==> config.mk <==
export PLATFORM = sky130hd
export DESIGN_NAME = fetch_queue
export DESIGN_NICKNAME = d
export VERILOG_FILES = /design/src/rtl/fetch_queue.sv
export SDC_FILE = /design/constraint.sdc
export NUM_CORES = 1
export LEC_CHECK = 0
export BUFFER_PORTS_ARGS = -buffer_cell sky130_fd_sc_hd__clkbuf_2
export CORE_MARGIN = 1.5
export CORE_UTILIZATION = 57
export DETAILED_ROUTE_END_ITERATION = 10
export GPL_TIMING_DRIVEN = 0
export PLACE_DENSITY_LB_ADDON = 0.08
export SYNTH_ARGS = -nofsm -noshare
export SYNTH_HDL_FRONTEND = slang
export SYNTH_SLANG_ARGS = --single-unit
==> constraint.sdc <==
create_clock -name clk -period 4.6 [get_ports clk]
set_input_delay 0.46 -clock clk [delete_from_list [all_inputs] [get_ports clk]]
set_output_delay 0.46 -clock clk [all_outputs]
set_load 0.1 [all_outputs]
==> src/rtl/fetch_queue.sv <==
// Instruction-fetch front end: issues pipelined in-order fetches from a local PC,
// buffers returned instructions in a prefetch FIFO and hands them to decode.
module fetch_queue #(
  parameter int unsigned         ADDR_W          = 32,
  parameter int unsigned         INSTR_W         = 32,
  parameter int unsigned         DEPTH           = 4,
  parameter int unsigned         MAX_OUTSTANDING = 2,
  parameter logic [ADDR_W-1:0]   INIT_ADDRESS    = '0
) (
  input  logic                     clk,
  input  logic                     reset,
  input  logic                     redirect,
  input  logic [ADDR_W-1:0]        redirect_pc,
  output logic                     imem_req_valid,
  input  logic                     imem_req_ready,
  output logic [ADDR_W-1:0]        imem_req_addr,
  input  logic                     imem_resp_valid,
  input  logic [INSTR_W-1:0]       imem_resp_data,
  output logic                     out_valid,
  input  logic                     out_ready,
  output logic [INSTR_W-1:0]       out_instr,
  output logic [ADDR_W-1:0]        out_pc,
  output logic [ADDR_W-1:0]        out_pc_plus_four,
  output logic [$clog2(DEPTH):0]   count
);

  localparam int unsigned PTR_W = $clog2(DEPTH);
  localparam int unsigned CNT_W = PTR_W + 1;
  localparam int unsigned SUM_W = CNT_W + 1;
  localparam int unsigned OS_W  = $clog2(MAX_OUTSTANDING + 1);
  localparam int unsigned TAG_W = (MAX_OUTSTANDING > 1) ? $clog2(MAX_OUTSTANDING) : 1;

  logic [ADDR_W-1:0]  fetch_pc;
  logic [INSTR_W-1:0] instr_mem [DEPTH];
  logic [ADDR_W-1:0]  pc_mem    [DEPTH];
  logic [PTR_W-1:0]   rd_ptr, wr_ptr;
  logic [CNT_W-1:0]   count_q;
  logic [OS_W-1:0]    outstanding, drop_cnt, live;
  logic [ADDR_W-1:0]  tag_mem   [MAX_OUTSTANDING];
  logic [TAG_W-1:0]   tag_rd, tag_wr;
  logic [SUM_W-1:0]   credit_used;

  logic req_fire, resp_live, pop, has_entry;

  function automatic logic [TAG_W-1:0] tag_next(input logic [TAG_W-1:0] p);
    return (p == TAG_W'(MAX_OUTSTANDING - 1)) ? '0 : p + TAG_W'(1);
  endfunction

  // Credit counts only live requests, so every live response is guaranteed a slot.
  always_comb begin
    live           = outstanding - drop_cnt;
    credit_used    = SUM_W'(live) + SUM_W'(count_q);
    has_entry      = (count_q != '0);
    imem_req_valid = reset && !redirect
                     && (outstanding < OS_W'(MAX_OUTSTANDING))
                     && (credit_used < SUM_W'(DEPTH));
    imem_req_addr  = fetch_pc;
    req_fire       = imem_req_valid && imem_req_ready;
    resp_live      = imem_resp_valid && !redirect && (drop_cnt == '0);
    out_valid      = has_entry && !redirect;
    pop            = out_valid && out_ready;
    out_instr        = has_entry ? instr_mem[rd_ptr] : '0;
    out_pc           = has_entry ? pc_mem[rd_ptr] : '0;
    out_pc_plus_four = has_entry ? pc_mem[rd_ptr] + ADDR_W'(4) : '0;
    count            = count_q;
  end

  always_ff @(posedge clk or negedge reset) begin
    if (!reset) begin
      fetch_pc    <= INIT_ADDRESS;
      rd_ptr      <= '0;
      wr_ptr      <= '0;
      count_q     <= '0;
      outstanding <= '0;
      drop_cnt    <= '0;
      tag_rd      <= '0;
      tag_wr      <= '0;
    end else begin
      outstanding <= outstanding + OS_W'(req_fire) - OS_W'(imem_resp_valid);
      if (req_fire)        tag_wr <= tag_next(tag_wr);
      // Tags are consumed by every response, doomed or not, to stay aligned.
      if (imem_resp_valid) tag_rd <= tag_next(tag_rd);
      if (redirect) begin
        fetch_pc <= redirect_pc;
        rd_ptr   <= '0;
        wr_ptr   <= '0;
        count_q  <= '0;
        drop_cnt <= outstanding - OS_W'(imem_resp_valid);
      end else begin
        if (req_fire) fetch_pc <= fetch_pc + ADDR_W'(4);
        if (imem_resp_valid && (drop_cnt != '0)) drop_cnt <= drop_cnt - OS_W'(1);
        if (resp_live) wr_ptr <= wr_ptr + PTR_W'(1);
        if (pop)       rd_ptr <= rd_ptr + PTR_W'(1);
        count_q <= count_q + CNT_W'(resp_live) - CNT_W'(pop);
      end
    end
  end

  always_ff @(posedge clk) begin
    if (resp_live) begin
      instr_mem[wr_ptr] <= imem_resp_data;
      pc_mem[wr_ptr]    <= tag_mem[tag_rd];
    end
    if (req_fire) tag_mem[tag_wr] <= fetch_pc;
  end

endmodule
==> results.json <==
{
  "syn_area_um2": 15500,
  "max-vdd-ir-drop_v": 0.000627,
  "die_area_um2": 28300,
  "fp-row-count": 60,
  "avgViaCountPerCell": 5.82,
  "ctsResizeCount": 0,
  "async_reset_ff_share_pct": 12.3,
  "antenna_found_initial": 0,
  "hold_viol_final": 0,
  "synth_edf_count": 320,
  "crit_fanout": 10,
  "vias": 9028,
  "layout_commonest_cell": "edfxtp_1",
  "area_growth_pct": 18.0,
  "fin_crit_sh_pct": 92.2,
  "cp.required_ps": 4140,
  "maxSlewHeadroom_pct": 34.1,
  "clock-root-buffer": "clkbuf_16",
  "drc": 0,
  "clk_path_buf_depth": 3,
  "nNetsFinal": 1267,
  "cts_max_level": 2,
  "hold_path_class": "primary input to flop",
  "crit_path_start_kind": "flop",
  "port_buffers": 202,
  "ys_types": 52,
  "yosys.area_share.simple_pct": 10.2,
  "cts_tree": "yes",
  "die_y_um": 168,
  "crit_type": "flop to primary output",
  "pin_count": 203,
  "grt_max_degree": 58,
  "grt_setup_unrepaired": "no",
  "setup_viol": 0,
  "synth_seq_area_share_pct": 69.1,
  "synth_top_family_by_area": "multiplexers",
  "whs_ps": 131,
  "cp.arrival_ps": 3780,
  "total_power_uw": 13000,
  "fp.dieW_um": 168,
  "drt_iter0_markers": 762,
  "synth_mux_area_share_pct": 12.6,
  "status": "finished, final reports clean",
  "drv_slew": 0,
  "multi_input_area_um2": 4480,
  "ant_nets": 0,
  "drt-wirelength-per-cell_um": 21.4,
  "maxCapViolations": 0,
  "n_antenna_cell": 0,
  "first_pass_iters": 5,
  "skew_ps": 16.8,
  "yosys.area_share.adder_pct": 1.26,
  "core_um2": 26900,
  "grt_overflow": 0,
  "syn_inst": 934,
  "register_area_um2": 10700,
  "synth-seq-cells": 365,
  "drive_gt1_share_pct": 30.4,
  "grt_pass1_wl_um": 51800,
  "cts_setup_buffers": 0,
  "yosys_warnings": 0,
  "cellLeakagePower_uw": 0.00662,
  "clock_latency_ps": 520,
  "final_cell_mix": "320 x edfxtp_1, 201 x clkbuf_2, 68 x and2_1",
  "hpwl_um": 22500,
  "path_clk_slew_ps": 60,
  "fill_cells": 1873,
  "gp_congestion": 0.861,
  "cts_buffers": 38,
  "max_freq_ghz": 0.236,
  "post-route-min-period_ps": 4240,
  "initial_core_util_pct": 57.8,
  "synth_compound_area_share_pct": 2.89,
  "synth_ff_type": "edfxtp_1",
  "cts_num_sinks": 365,
  "p_per_area_nw_per_um2": 708,
  "ctsHoldBuffers": 0,
  "worstMarginPinSlew_ps": 981,
  "grt_use_total_pct": 24.3,
  "totalWireLength_um": 33200,
  "syn_nets": 1019,
  "syn_avg_cell_area_um2": 16.6,
  "synth_xor_area_share_pct": 1.80,
  "worst_setup_path_end_kind": "primary output",
  "first_global_vias": 9031
}
-- through the flow --
step	utilization (%)	instances	setup TNS [ps]	area (um^2)	worst slack (ps)
3_5_place_dp	63.6	1481	0	17100	656
2_1_floorplan	-	934	0	15500	487
4_1_cts	68.1	1550	0	18300	330
5_1_grt	68.2	1552	0	18300	233
3_3_place_gp	63.2	1477	-11650	17000	-366
6_report	68.2	1552	0	18300	360
-- power breakdown --
group	switching (uW)	internal, uW	leakage [uW]	total [uW]
Combinational	4750	1230	0.00259	5980
Clock	1220	1730	0.000592	2940
Sequential	141	3910	0.00344	4050
-- state kept, by name (all words and copies together) (netlist names) --
register       count
outstanding        2
drop_cnt           2
tag_mem           64
count              3
wr_ptr             2
tag_rd             1
rd_ptr             2
tag_wr             1
pc_mem           128
imem_req_addr     32
instr_mem        128
-- Yosys cell counts, types with 22 or more instances --
cell type,n,area [um^2]
a21oi_1,23,115
and2_1,73,457
clkbuf_1,24,90.1
dfrtp_1,45,1130
edfxtp_1,320,9610
mux2_2,37,417
mux4_1,22,578
mux4_2,42,946
nand2_1,49,184
nand3_1,31,155
nor2_1,37,139
o21ai_0,28,140
-- layout make-up --
class	instances	area share, %
plain buffers	44	1.47
multi-input cells	506	24.5
clock buffers	46	5.47
flip-flops and latches	365	58.6
inverters	19	0.389
clock inverters	23	1.11
repair buffers	208	6.24
well taps	341	2.33
-- critical path, stage by stage (launching register included) --
cell	delay (ps)
dfrtp_1	420
buf_6	180
buf_12	160
mux4_2	430
ha_1	250
and4_1	200
buf_2	200
nand4_1	180
or4_1	500
a21oi_1	220
clkbuf_2	500
-- final timing paths --
check | to | depth (start not counted) | from | slack, ps
hold / removal | imem_req_addr[15] | 2 | redirect_pc[15] | 130
setup reg to reg | tag_mem[1][6] | 10 | outstanding[0] | 830
setup / recovery | out_pc_plus_four[30] | 10 | rd_ptr[0] | 360
min in group asynchronous | imem_req_addr[29] | 2 | reset | 330
max in group asynchronous | imem_req_addr[4] | 3 | reset | 3760
hold reg to reg | tag_mem[1][1] | 0 | imem_req_addr[1] | 500
-- cell families (layout without fill, tap and decap cells) --
family | count (synthesis) | after routing
DFF | 365 | 365
and+or+nand+nor | 280 | 280
muxes | 103 | 103
AOI/OAI and AO/OA | 76 | 76
adders and majority gates | 15 | 15
buffers and inverters | 63 | 340
xor gates and xnor gates | 32 | 32
-- routing by layer --
layer  track usage [%]  vias to the layer above  part of all wire, %
met5                 0                        -                    0
met4              7.38                        0                  2.2
met3              4.40                       52                  6.6
met2              39.8                      354                   49
met1              33.7                     4466                   42
li1                  -                     4156                    -
Power figures use the tool's default switching activity.
